--- config.mk ---
export PLATFORM = sky130hd
export DESIGN_NAME = param_updown_counter
export DESIGN_NICKNAME = d
export VERILOG_FILES = /design/src/rtl/param_updown_counter.sv
export SDC_FILE = /design/constraint.sdc
export NUM_CORES = 1
export LEC_CHECK = 0
export CAP_MARGIN = 10
export CELL_PAD_IN_SITES_DETAIL_PLACEMENT = 0
export CELL_PAD_IN_SITES_GLOBAL_PLACEMENT = 1
export CORE_UTILIZATION = 36
export DETAILED_ROUTE_END_ITERATION = 8
export PLACE_DENSITY_LB_ADDON = 0.2
export SKIP_LAST_GASP = 1
export SLEW_MARGIN = 5
export SYNTH_ARGS = -nofsm -noshare
export SYNTH_HDL_FRONTEND = slang
export SYNTH_SLANG_ARGS = --single-unit
--- constraint.sdc ---
create_clock -name clk -period 4.5 [get_ports clk]
set_clock_uncertainty 0.2 [all_clocks]
set_input_delay 1.125 -clock clk [delete_from_list [all_inputs] [get_ports clk]]
set_output_delay 1.125 -clock clk [all_outputs]
set_load 0.005 [all_outputs]
--- src/rtl/param_updown_counter.sv ---
// Modulo-MODULUS up/down counter with load, wrap/saturate, terminal-count pulse and sticky ovf.
// Optional count prescaler is compiled in when CNT_PRESCALE_EN is defined.
module param_updown_counter #(
  parameter int WIDTH    = 8,
  parameter int MODULUS  = 256,
  parameter int PRESCALE = 4
) (
  input  logic             clk,
  input  logic             rst,
  input  logic             en,
  input  logic             up_dn,
  input  logic             load,
  input  logic [WIDTH-1:0] load_val,
  input  logic             sat_mode,
  input  logic             clr_ovf,
  output logic [WIDTH-1:0] Q,
  output logic             tc,
  output logic             ovf
);

  localparam logic [WIDTH-1:0] MAX_VAL = WIDTH'(MODULUS - 1);

  if (WIDTH < 2 || MODULUS < 2 || MODULUS > (2 ** WIDTH) || PRESCALE < 2) begin : g_bad_params
    $error("param_updown_counter: illegal parameter combination");
  end

  // Out-of-range load values are pulled down to the top of the count range.
  function automatic logic [WIDTH-1:0] clamp_load(input logic [WIDTH-1:0] v);
    if (v > MAX_VAL) begin
      return MAX_VAL;
    end else begin
      return v;
    end
  endfunction

  logic [WIDTH-1:0] q_r;
  logic [WIDTH-1:0] q_next_s;
  logic             ovf_r;
  logic             ovf_next_s;
  logic             tick_s;
  logic             at_bound_s;
  logic             bstep_s;

`ifdef CNT_PRESCALE_EN
  localparam int            PW       = (PRESCALE > 2) ? $clog2(PRESCALE) : 1;
  localparam logic [PW-1:0] PRE_LAST = PW'(PRESCALE - 1);

  logic [PW-1:0] pre_r;
  logic [PW-1:0] pre_next_s;

  // A count step happens only on the last enabled cycle of each prescale period.
  always_comb begin
    tick_s = en & (pre_r == PRE_LAST);
  end

  // Prescaler next state: load restarts the period, en advances it.
  always_comb begin
    pre_next_s = pre_r;
    if (load) begin
      pre_next_s = {PW{1'b0}};
    end else if (en) begin
      if (pre_r == PRE_LAST) begin
        pre_next_s = {PW{1'b0}};
      end else begin
        pre_next_s = pre_r + PW'(1);
      end
    end else begin
      pre_next_s = pre_r;
    end
  end

  // Prescaler register.
  always_ff @(posedge clk) begin
    if (rst) begin
      pre_r <= {PW{1'b0}};
    end else begin
      pre_r <= pre_next_s;
    end
  end
`else
  // Without the prescaler every enabled cycle is a step.
  always_comb begin
    tick_s = en;
  end
`endif

  // Boundary detection and the terminal-count pulse; compare-based so a full-range modulus works too.
  always_comb begin
    if (up_dn) begin
      at_bound_s = (q_r == MAX_VAL);
    end else begin
      at_bound_s = (q_r == {WIDTH{1'b0}});
    end
    bstep_s = tick_s & ~load & ~rst & at_bound_s;
  end

  // Count next state: load beats stepping; boundary steps wrap or hold.
  always_comb begin
    q_next_s = q_r;
    if (load) begin
      q_next_s = clamp_load(load_val);
    end else if (tick_s) begin
      if (at_bound_s) begin
        if (sat_mode) begin
          q_next_s = q_r;
        end else if (up_dn) begin
          q_next_s = {WIDTH{1'b0}};
        end else begin
          q_next_s = MAX_VAL;
        end
      end else if (up_dn) begin
        q_next_s = q_r + WIDTH'(1);
      end else begin
        q_next_s = q_r - WIDTH'(1);
      end
    end else begin
      q_next_s = q_r;
    end
  end

  // Sticky overflow: a boundary step beats a simultaneous clear.
  always_comb begin
    ovf_next_s = ovf_r;
    if (bstep_s) begin
      ovf_next_s = 1'b1;
    end else if (clr_ovf) begin
      ovf_next_s = 1'b0;
    end else begin
      ovf_next_s = ovf_r;
    end
  end

  // Count and flag registers.
  always_ff @(posedge clk) begin
    if (rst) begin
      q_r   <= {WIDTH{1'b0}};
      ovf_r <= 1'b0;
    end else begin
      q_r   <= q_next_s;
      ovf_r <= ovf_next_s;
    end
  end

  assign Q   = q_r;
  assign ovf = ovf_r;
  assign tc  = bstep_s;

endmodule

==> summary.txt <==
Timing
  – Fin Setup TNS: 0 ns
  – RSZ-0062 raised after global routing: false
  – Worst hold slack: 0.293 ns
  – Pins over their slew limit: 0
  – Fin. Hold Viols: 0
  – Period Utilization, post-route: 94.9%
  – Slew Limit Headroom: between 60 and 70%
  – Setup violators final: 0
  – Tightest Pin Transition: around 0.57 ns
  – Setup ws final: 0.230 ns
  – Max frequency: 0.234 GHz
  – Final min period: between 4 and 5 ns

Drt
  – Final wirelength: 2.13 mm
  – DR pass1 iterations: 4
  – Total number of vias: roughly 870
  – DR WL/cell: approximately 13 um
  – Antenna viol nets, final: 0
  – Vias per Instance: between 5 and 6
  – DRT iter0 DRCs: 21
  – Residual DRC: 0

Clocking
  – Post-CTS sizing: 0
  – Worst-path clk slew: ~0.06 ns
  – Sink Count: 9
  – Later-pin clock latency in the skew report: approximately 0.26 ns
  – Largest buffer count on any clock path: 2
  – CTS Root Cell: clkbuf_4
  – Total CTS buffers: 3
  – Number of H-tree levels: 1
  – Postcts setup bufs: 0
  – CTS tree: yes
  – CTS Hold Bufs: 0

Worst hold path
  – Worst Min Path Start: ovf
  – HP Class: register to register
  – WHS Endpoint: ovf
  – Worst Hold Path Cells: 2

Pwr
  – Lkg Pwr: between 0.5 and 0.6 nW
  – Peak supply drop: 0.150 mV
  – Power Density: between 200 and 250 nW/um^2
  – Total power: 0.288 mW

Layout
  – Commonest non-fill, non-tap cell in the layout: clkdlybuf4s50_1
  – Fillers: approximately 230
  – Most frequent cells in the layout: clkdlybuf4s50_1 (24), inv_1 (14), nor2_1 (11), dfxtp_1 (9), a21oi_1 (7)
  – Post-route insts no fill: 162
  – Sequential cell area: between 150 and 200 um^2
  – Fin area: around 1200 um^2
  – P&R area growth vs syn: 37.1%
  – Nets@finish: approximately 160
  – Multi-input gate area: roughly 600 um^2
  – Final core utilization: 52.6%
  – Layout cells sized above 1: 11.2%
  – N_diodes: 0

Global route
  – Largest net degree at the start of global routing: 11
  – Initial antenna violation count: 0
  – Global-route wire length before repair: 3.80 mm
  – Gr ovfl total: 0
  – Vias in the first global route: 855
  – Global Route Usage Sum: 19.7%

Critical path
  – Worst-path fanout max: 4
  – Critical Path Source: up_dn
  – Cell Chain, Critical Path: clkdlybuf4s50_1 -> nand4_1 -> nor3_4 -> or2_1 -> nor3b_1 -> clkdlybuf4s50_1
  – Crit-path max cell delay: approximately 0.54 ns
  – Worst Path Arrival: about 2.9 ns
  – Reg2reg start: Q[0]
  – Flop-to-flop setup slack: around 2.1 ns
  – Critical path endpoint category: primary output
  – Slowest-stage cell, CP: clkdlybuf4s50_1
  – Cell depth of the worst flop-to-flop path: 6
  – CP Data Required Time: around 3.2 ns
  – Reg2reg end: Q[6]
  – Critical path type: input pin to primary output
  – Startpoint Class: input pin
  – Most used cell, CP: clkdlybuf4s50_1

Synth
  – Syn_nets: 127
  – Post-Synthesis Cells: approximately 110
  – Yosys reg bits: 9
  – Top_reg_cell synth: dfxtp_1
  – Synthesis Warnings: 0
  – Xor/xnor share of the synthesized area: between 4 and 5%
  – Largest family of logic cells by synthesized area: compound AO/OA/AOI/OAI gates
  – EDFF count, synth: 0
  – Post-Synth Adder-Cell Area: 11.1%
  – Post-synthesis sequential area ratio: a little over a fifth
  – Post-Synthesis Cell Area: 857 um^2
  – Fraction of registers with async set/reset: 0%
  – Avg Cell Area, Syn: approximately 8.2 um^2
  – Synth Area in Compound Gates: 34.0%
  – Netlist cell types: 40
  – Mux share of post-synthesis cell area: under 10%
  – Area share of and/or/nand/nor cells after synthesis: about a fifth

Floorplan
  – Die height: approximately 51 um
  – Initial Util: between 30% and 40%
  – Die width: 50.8 um
  – I/O pin count: 25
  – Die area: 2580 um^2
  – Row count: 17
  – Core Box Area: 2230 um^2

Status
  – Status: completed

Place
  – # placed instances: about 160
  – IO Port Bufs: 24
  – Placed inst area: about 1100 um^2
  – Gpl congestion: 0.725
  – DP Worst Slack: 0.211 ns
  – DPL Wire Length: approximately 1.7 mm

Flow run
  – Max_cap viols: 0
routing by layer:
layer / track usage, % / part of all wire [%]
met1: 27.5 / 51
met2: 30.7 / 45
met3: 1.82 / 3.1
met4: 8.33 / 0.75
met5: 0 / 0
synth_stat cells (all sizes together), types with 3 or more instances:
master   number  share of area [%]
a21o          4                3.5
a2111oi       3                6.7
dfxtp         9                 21
nor2         11                4.8
nor3          6                4.8
xnor2         3                3.1
a211oi        5                4.4
o221a         3                3.9
inv          14                6.1
a21oi         7                4.1
ha            6                8.8
critical path, delay by kind of cell:
kind	cells	cell delay, ns
buf+inv	2	1.07
simple gates	4	0.74
how the worst max path moves through the flow:
stage	slack, ns	cells after the start	endpoint
5_1_grt	0.02	6	tc
2_1_floorplan	1.11	5	tc
3_3_place_gp	0.27	6	tc
6_report	0.23	6	tc
4_1_cts	0.21	6	tc
3_5_place_dp	0.21	6	tc
kinds of logic after synthesis:
family / after synthesis
and+or+nand+nor: 32
adders and majority gates: 7
xor gates and xnor gates: 4
buffers and inverters: 17
muxes: 1
DFF: 9
AOI/OAI and AO/OA: 35
cell type report:
class                           count  share of cell area, %
Multi-Input combinational cell     79                   52.0
Clock buffer                        4                   2.24
Sequential cell                     9                   15.3
Timing Repair Buffer               28                   23.0
Inverter                           14                   4.47
Tap cell                           28                   2.98
sequential cells by signal, summed over array words and instances (netlist names):
name,flops
Q,8
ovf,1
where the power goes:
group / switching, mW / total [mW] / internal, mW
registers: 0.0117 / 0.0987 / 0.0869
logic: 0.0569 / 0.124 / 0.0674
clock network: 0.0305 / 0.0648 / 0.0342
total: 0.0991 / 0.288 / 0.189
No activity file was read; power rests on OpenSTA's default activity.
